$ cat config.mk
export PLATFORM = sky130hd
export DESIGN_NAME = mem1_stage
export DESIGN_NICKNAME = d
export VERILOG_FILES = /design/src/rtl/mem1_stage_pkg.sv /design/src/rtl/mem1_stage_lsu_align.sv /design/src/rtl/mem1_stage.sv
export SDC_FILE = /design/constraint.sdc
export NUM_CORES = 1
export LEC_CHECK = 0
export ABC_AREA = 1
export BUFFER_PORTS_ARGS = -buffer_cell sky130_fd_sc_hd__buf_2
export CAP_MARGIN = 20
export CELL_PAD_IN_SITES_DETAIL_PLACEMENT = 2
export CELL_PAD_IN_SITES_GLOBAL_PLACEMENT = 2
export CORE_ASPECT_RATIO = 0.5
export CORE_UTILIZATION = 23
export CTS_CLUSTER_DIAMETER = 80
export DETAILED_ROUTE_END_ITERATION = 6
export PLACE_DENSITY_LB_ADDON = 0.1
export SYNTH_ARGS = -nofsm -noshare
export SYNTH_HDL_FRONTEND = slang
export SYNTH_HIERARCHICAL = 1
export SYNTH_SLANG_ARGS = --single-unit
export TNS_END_PERCENT = 30
$ cat constraint.sdc
create_clock -name clk -period 1.55 [get_ports clk]
set_input_delay 0.3875 -clock clk [delete_from_list [all_inputs] [get_ports clk]]
set_output_delay 0.3875 -clock clk [all_outputs]
set_load 0.01 [all_outputs]
$ cat src/rtl/mem1_stage_pkg.sv
// mem1_stage_pkg: shared widths, bus layouts and constants for the MEM1 stage.
//   STALL_WD      : stall vector width (bit 4 holds MEM1 input reg, bit 5 holds MEM2)
//   EX2MEM1_WD    : EX->MEM1 bus width
//   MEM12MEM2_WD  : MEM1->MEM2 bus width
//   BYPASS_WD     : MEM1 bypass bus width
//   ST_*          : 2-bit FSM encodings of the data-SRAM request sequencer
//   lane_sel()    : byte-lane select for a given access size and address
package mem1_stage_pkg;

  localparam int STALL_WD     = 6;
  localparam int LSU_WD       = 6;
  localparam int EX2MEM1_WD   = 143;
  localparam int MEM12MEM2_WD = 147;
  localparam int BYPASS_WD    = 38;

  // One-hot access size as carried in lsu_op.size_sel
  localparam logic [2:0] SIZE_BYTE = 3'b001;
  localparam logic [2:0] SIZE_HALF = 3'b010;
  localparam logic [2:0] SIZE_WORD = 3'b100;

  // Request sequencer states
  localparam logic [1:0] ST_IDLE     = 2'b00;
  localparam logic [1:0] ST_WAIT_GNT = 2'b01;
  localparam logic [1:0] ST_WAIT_RSP = 2'b10;
  localparam logic [1:0] ST_DONE     = 2'b11;

  // lsu_op field order, MSB first
  typedef struct packed {
    logic       en;
    logic       we;
    logic [2:0] size_sel;
    logic       is_unsigned;
  } lsu_op_t;

  typedef struct packed {
    lsu_op_t     lsu_op;
    logic [2:0]  sel_rf_res;
    logic        rf_we;
    logic [4:0]  rf_waddr;
    logic [31:0] ex_result;
    logic [31:0] st_data;
    logic [31:0] pc;
    logic [31:0] inst;
  } ex2mem1_t;

  typedef struct packed {
    lsu_op_t     lsu_op;
    logic [3:0]  data_ram_sel;
    logic [2:0]  sel_rf_res;
    logic        rf_we;
    logic [4:0]  rf_waddr;
    logic [31:0] ex_result;
    logic [31:0] pc;
    logic [31:0] inst;
    logic [31:0] rdata;
  } mem12mem2_t;

  typedef struct packed {
    logic        rf_we;
    logic [4:0]  rf_waddr;
    logic [31:0] ex_result;
  } bypass_t;

  // Byte lanes touched by an access; halfword ignores addr[0] (no misalign trap)
  function automatic logic [3:0] lane_sel(input logic [2:0] size_sel,
                                          input logic [1:0] addr_lo);
    logic [3:0] sel;
    case (size_sel)
      SIZE_BYTE: sel = 4'b0001 << addr_lo;
      SIZE_HALF: sel = addr_lo[1] ? 4'b1100 : 4'b0011;
      SIZE_WORD: sel = 4'b1111;
      default:   sel = 4'b0000;
    endcase
    return sel;
  endfunction

endpackage

$ cat src/rtl/mem1_stage_lsu_align.sv
// mem1_stage_lsu_align: combinational lane alignment for the data-SRAM request.
//   en, we     : memory-op enable and write flag from lsu_op
//   size_sel   : one-hot access size (byte/half/word)
//   addr_lo    : address bits [1:0]
//   st_data    : raw store data from the register file
//   ram_sel    : byte lanes touched by the access (0 when en = 0)
//   be         : byte enables, ram_sel for writes, 0 for reads
//   wdata      : store data replicated onto every lane it may occupy
module mem1_stage_lsu_align
  import mem1_stage_pkg::*;
(
  input  logic        en,
  input  logic        we,
  input  logic [2:0]  size_sel,
  input  logic [1:0]  addr_lo,
  input  logic [31:0] st_data,
  output logic [3:0]  ram_sel,
  output logic [3:0]  be,
  output logic [31:0] wdata
);

  // Lane select and byte enables
  always_comb begin
    ram_sel = 4'b0000;
    be      = 4'b0000;
    if (en) begin
      ram_sel = lane_sel(size_sel, addr_lo);
    end else begin
      ram_sel = 4'b0000;
    end
    if (we) begin
      be = ram_sel;
    end else begin
      be = 4'b0000;
    end
  end

  // Replicate store data so the SRAM picks the right lane via be
  always_comb begin
    wdata = 32'h0000_0000;
    case (size_sel)
      SIZE_BYTE: wdata = {4{st_data[7:0]}};
      SIZE_HALF: wdata = {2{st_data[15:0]}};
      SIZE_WORD: wdata = st_data;
      default:   wdata = 32'h0000_0000;
    endcase
  end

endmodule

$ cat src/rtl/mem1_stage.sv
// mem1_stage: first load/store pipeline stage.
//   clk, rst_n        : clock, synchronous active-low reset
//   stall             : stall vector (bit 4 holds this stage, bit 5 holds MEM2)
//   ex2mem1_bus       : EX->MEM1 bus
//   mem12mem2_bus     : MEM1->MEM2 bus, carries the raw read word
//   mem12rf_bus       : bypass bus for non-load results
//   stallreq_mem1     : stall request while a memory op is outstanding
//   data_req..rdata   : data-SRAM req/gnt/rvalid interface
// Each registered memory op issues exactly one request; the op is retired
// (FSM back to IDLE) whenever the input register loads or is bubbled.
module mem1_stage
  import mem1_stage_pkg::*;
(
  input  logic                    clk,
  input  logic                    rst_n,
  input  logic [STALL_WD-1:0]     stall,
  input  logic [EX2MEM1_WD-1:0]   ex2mem1_bus,
  output logic [MEM12MEM2_WD-1:0] mem12mem2_bus,
  output logic [BYPASS_WD-1:0]    mem12rf_bus,
  output logic                    stallreq_mem1,
  output logic                    data_req,
  input  logic                    data_gnt,
  output logic                    data_we,
  output logic [3:0]              data_be,
  output logic [31:0]             data_addr,
  output logic [31:0]             data_wdata,
  input  logic                    data_rvalid,
  input  logic [31:0]             data_rdata
);

  ex2mem1_t   ex_r;
  logic [1:0] state_r;
  logic [1:0] state_nxt_s;
  logic [31:0] rdata_r;
  logic [31:0] rdata_s;
  logic [3:0] ram_sel_s;
  logic       bubble_s;
  logic       load_s;
  logic       retire_s;
  logic       rsp_now_s;
  mem12mem2_t m2_s;
  bypass_t    bp_s;
  logic       unused_s;

  assign bubble_s  = stall[4] & ~stall[5];
  assign load_s    = ~stall[4];
  assign retire_s  = load_s | bubble_s;
  assign rsp_now_s = (state_r == ST_WAIT_RSP) & data_rvalid;
  assign unused_s  = ^stall[3:0];

  // EX->MEM1 input register: bubble has priority over load
  always_ff @(posedge clk) begin
    if (!rst_n) begin
      ex_r <= '0;
    end else if (bubble_s) begin
      ex_r <= '0;
    end else if (load_s) begin
      ex_r <= ex2mem1_bus;
    end else begin
      ex_r <= ex_r;
    end
  end

  // Request sequencer next state; rvalid in WAIT_GNT is ignored by design
  always_comb begin
    state_nxt_s = state_r;
    case (state_r)
      ST_IDLE: begin
        if (ex_r.lsu_op.en) begin
          state_nxt_s = data_gnt ? ST_WAIT_RSP : ST_WAIT_GNT;
        end else begin
          state_nxt_s = ST_IDLE;
        end
      end
      ST_WAIT_GNT: begin
        if (data_gnt) begin
          state_nxt_s = ST_WAIT_RSP;
        end else begin
          state_nxt_s = ST_WAIT_GNT;
        end
      end
      ST_WAIT_RSP: begin
        if (data_rvalid) begin
          state_nxt_s = ST_DONE;
        end else begin
          state_nxt_s = ST_WAIT_RSP;
        end
      end
      ST_DONE:  state_nxt_s = ST_DONE;
      default:  state_nxt_s = ST_IDLE;
    endcase
  end

  // Sequencer state; a retiring op always restarts the next one from IDLE
  always_ff @(posedge clk) begin
    if (!rst_n) begin
      state_r <= ST_IDLE;
    end else if (retire_s) begin
      state_r <= ST_IDLE;
    end else begin
      state_r <= state_nxt_s;
    end
  end

  // Read-word holding register, needed while MEM2 is stalled in DONE
  always_ff @(posedge clk) begin
    if (!rst_n) begin
      rdata_r <= 32'h0000_0000;
    end else if (retire_s) begin
      rdata_r <= 32'h0000_0000;
    end else if (rsp_now_s) begin
      rdata_r <= data_rdata;
    end else begin
      rdata_r <= rdata_r;
    end
  end

  mem1_stage_lsu_align u_align (
    .en       (ex_r.lsu_op.en),
    .we       (ex_r.lsu_op.we),
    .size_sel (ex_r.lsu_op.size_sel),
    .addr_lo  (ex_r.ex_result[1:0]),
    .st_data  (ex_r.st_data),
    .ram_sel  (ram_sel_s),
    .be       (data_be),
    .wdata    (data_wdata)
  );

  // Request and stall handshake outputs
  always_comb begin
    data_req      = 1'b0;
    stallreq_mem1 = 1'b0;
    if (ex_r.lsu_op.en) begin
      data_req      = (state_r == ST_IDLE) | (state_r == ST_WAIT_GNT);
      stallreq_mem1 = (state_r == ST_IDLE) | (state_r == ST_WAIT_GNT) |
                      ((state_r == ST_WAIT_RSP) & ~data_rvalid);
    end else begin
      data_req      = 1'b0;
      stallreq_mem1 = 1'b0;
    end
  end

  assign data_we   = ex_r.lsu_op.en & ex_r.lsu_op.we;
  assign data_addr = {ex_r.ex_result[31:2], 2'b00};

  // Forward the response in the cycle it arrives so the best case costs one stall
  assign rdata_s = rsp_now_s ? data_rdata : rdata_r;

  // Downstream and bypass bus assembly
  always_comb begin
    m2_s.lsu_op       = ex_r.lsu_op;
    m2_s.data_ram_sel = ram_sel_s;
    m2_s.sel_rf_res   = ex_r.sel_rf_res;
    m2_s.rf_we        = ex_r.rf_we;
    m2_s.rf_waddr     = ex_r.rf_waddr;
    m2_s.ex_result    = ex_r.ex_result;
    m2_s.pc           = ex_r.pc;
    m2_s.inst         = ex_r.inst;
    m2_s.rdata        = rdata_s;
    // sel_rf_res[1] marks a load result, which is not ready until MEM2
    bp_s.rf_we        = ex_r.rf_we & ~ex_r.sel_rf_res[1];
    bp_s.rf_waddr     = ex_r.rf_waddr;
    bp_s.ex_result    = ex_r.ex_result;
  end

  assign mem12mem2_bus = m2_s;
  assign mem12rf_bus   = bp_s;

endmodule

==> key figures <==
Worst setup path
  • Slowest CP cell: dfxtp_4
  • Reg-to-reg startpoint: state_r[1]
  • CP arrival: 1.65 ns
  • CP Launch Point: mem12mem2_bus[143]
  • Crit-path max FO: 9
  • WS Path Type: reg2out
  • Max stage delay on crit path: 0.36 ns
  • CP Data Required Time: 1.16 ns
  • CP Launch Type: flop
  • CP Capture Type: primary output
  • CP cell instances: buf_6 > nor3_4 > buf_12 > nand2_2 > o211ai_1 > buf_2

CTS
  • Worst skew pair latency: 0.44 ns
  • Depth of the CTS H-tree: 4
  • Clk root buf: clkbuf_16
  • Deepest clock path buffer count: 2
  • CTS tree: built
  • Total CTS buffers: 17
  • Worst-path clk slew: 0.08 ns
  • CTS Hold Buffers Added: 0
  • Clock sinks: 177

STA
  • Clk_skew: 0.00776 ns
  • Setup violators final: 74
  • Hold Fails Final Rpt: 0
  • Final min period: 2.04 ns
  • Final setup margin: -0.491 ns
  • Period utilization: 132%
  • Setup TNS: -26.74 ns
  • RSZ-0062 raised after global routing: true
  • Fmax: 490 MHz
  • Final Slew Violations: 0

Floorplanning
  • Row count: 49
  • Core ar.: 36,200 sq um
  • I/O pins: 441
  • Die Footprint: 37,900 sq um
  • Die width: 274 microns
  • Die Ht: 138 microns
  • Initial core utilization: 23.6%

Detailed routing
  • Post-DRT Antenna Nets: 0
  • WL final: 32,100 microns
  • Total vias in the final route: 8,383
  • DRC Markers: 32
  • Via density: 4.20
  • Starting DRT DRC Count: 277
  • Pre-antenna DRT Iters: 6
  • Routed len/inst: 16.1 microns

Finish
  • Nets: 1,679
  • P&R area growth vs syn: 34.0%
  • Finished Cell Area: 11,400 sq um
  • Share of layout cells above drive strength 1: 40.8%

Hold path
  • Hold crit path type: in2reg
  • Min-delay src: ex2mem1_bus[119]

Placement
  • DP HPWL: 24,600 microns
  • Placed Area: 10,400 sq um
  • GPL Wtd Cong: 0.766
  • # port buffers: 434
  • Pre-CTS setup slack: -0.176 ns

Yosys
  • Seq/Total Area, Yosys: 41.6%
  • Synth Cell Area: 8520 sq um
  • Seq cells post-synth: 177
  • Syn Area/Cell: 7.08 sq um
  • Yosys warnings: 6
  • Synth unique cells: 21
  • Syn Inst Count: 1,204

Pwr
  • Leak: 5.93 nW
  • Power Density: 943 nW/um^2
  • Max VDD drop: 0.000512 V

Run status
  • Outcome: finished, violations left
  • Failing checks: DRC, setup timing

GRT
  • GRT Total Usage: 16.8%
  • Initial antenna violation count: 7
  • First-pass GRT wire length: 49,600 microns
  • Vias in the first global route: 8,946
  • Pin count of the biggest net entering global routing: 71
  • Final global-route overflow total: 0

Job
  • Max-cap violations: 0
[area by class of cell]
cell class	count	area, sq um
fillers	4341	24800
flip-flops and latches	177	3560
repair buffers	515	3100
multi-input cells	654	3040
well taps	484	606
inverters	129	497
clock buffers	19	443
clock inverters	13	150
diodes	4	10.0
[sequential cells by signal, indices dropped and copies added (netlist names)]
name           cells
state_r            2
mem12mem2_bus     81
data_addr         30
rdata_r           32
ex_r              32
[kinds of logic after synthesis]
kind of cell,after synthesis,synth area share (%)
AO/OA/AOI/OAI,170,10.5
flip-flops,177,41.6
buffers and inverters,374,25.2
AND/OR/NAND/NOR,482,22.7
other,1,0.0440
[power by group]
part           internal, mW  switching [mW]  total, mW  leakage (nW)
registers              4.72           0.126       4.84          1.45
clock network          2.45            2.06       4.51         0.291
logic                 0.608           0.811       1.42          4.19
total                  7.78            2.99       10.8          5.93
[worst paths after layout]
path                        to  slack [ns]  depth (start not counted)
max             data_wdata[16]       -0.49                          6
min              data_addr[23]        0.18                          3
max reg2reg        rdata_r[22]        0.43                          6
min reg2reg  mem12mem2_bus[73]        0.47                          2
[cell usage after synthesis (all sizes together)]
cell / count / share of area, %
nand2: 386 / 17
buf: 219 / 18
dfxtp: 177 / 42
a21oi: 145 / 8.5
inv: 128 / 5.6
nor2: 49 / 2.2
nand4: 33 / 2.4
clkbuf: 26 / 1.1
o211ai: 15 / 1.3
nand3: 12 / 0.70
o21ai: 10 / 0.63
and2: 1 / 0.073
clkinv: 1 / 0.044
conb: 1 / 0.044
nor3: 1 / 0.19
[critical path, delay by kind of cell (launching register included)]
kind	cells	cell delay (ns)
and+or+nand+nor	2	0.28
AOI/OAI and AO/OA	1	0.11
buffers and inverters	3	0.47
DFF	1	0.36
[routing by layer]
metal	GRT usage (%)	part of all wire (%)	vias to the layer above
met5	0	0.12	-
met3	4.12	4.0	43
met2	32.2	55	147
li1	-	-	4128
met1	17.9	39	4059
met4	5.73	2.2	6
[stage by stage]
stage                     power [mW]  util, %  hold slack (ns)  instances
final                           10.8     31.6            0.176       1995
after global routing            11.3     31.6            0.152       1994
after CTS                       11.0     30.9            0.144       1988
after detailed placement        6.34     28.8            0.454       1955
after global placement          6.30     28.8            0.449       1955
after floorplan                 5.83        -            0.444       1205
[cell usage in the layout, fill, tap and decap left out, types with 3 or more instances in the layout]
cell type and count:
a21oi_1 145, buf_12 15, buf_2 417, buf_4 59
buf_6 23, clkbuf_16 17, clkinv_4 3, dfxtp_1 171
dfxtp_4 5, diode_2 4, inv_1 116, inv_2 8
inv_4 5, inv_6 4, nand2_1 359, nand2_2 23
nand2_4 4, nand3_1 3, nand3_2 5, nand3_4 4
nand4_1 33, nor2_1 42, nor2_2 4, nor2_4 3
o211ai_1 15, o21ai_1 4, o21ai_2 5
[repair_timing]
item                                    CTS  global route
pin swaps                                 7            11
setup buffers                             1             3
gates resized for setup                  55            64
endpoints found under the setup margin   77            75
Note: power is estimated with default switching activity, not from simulation.
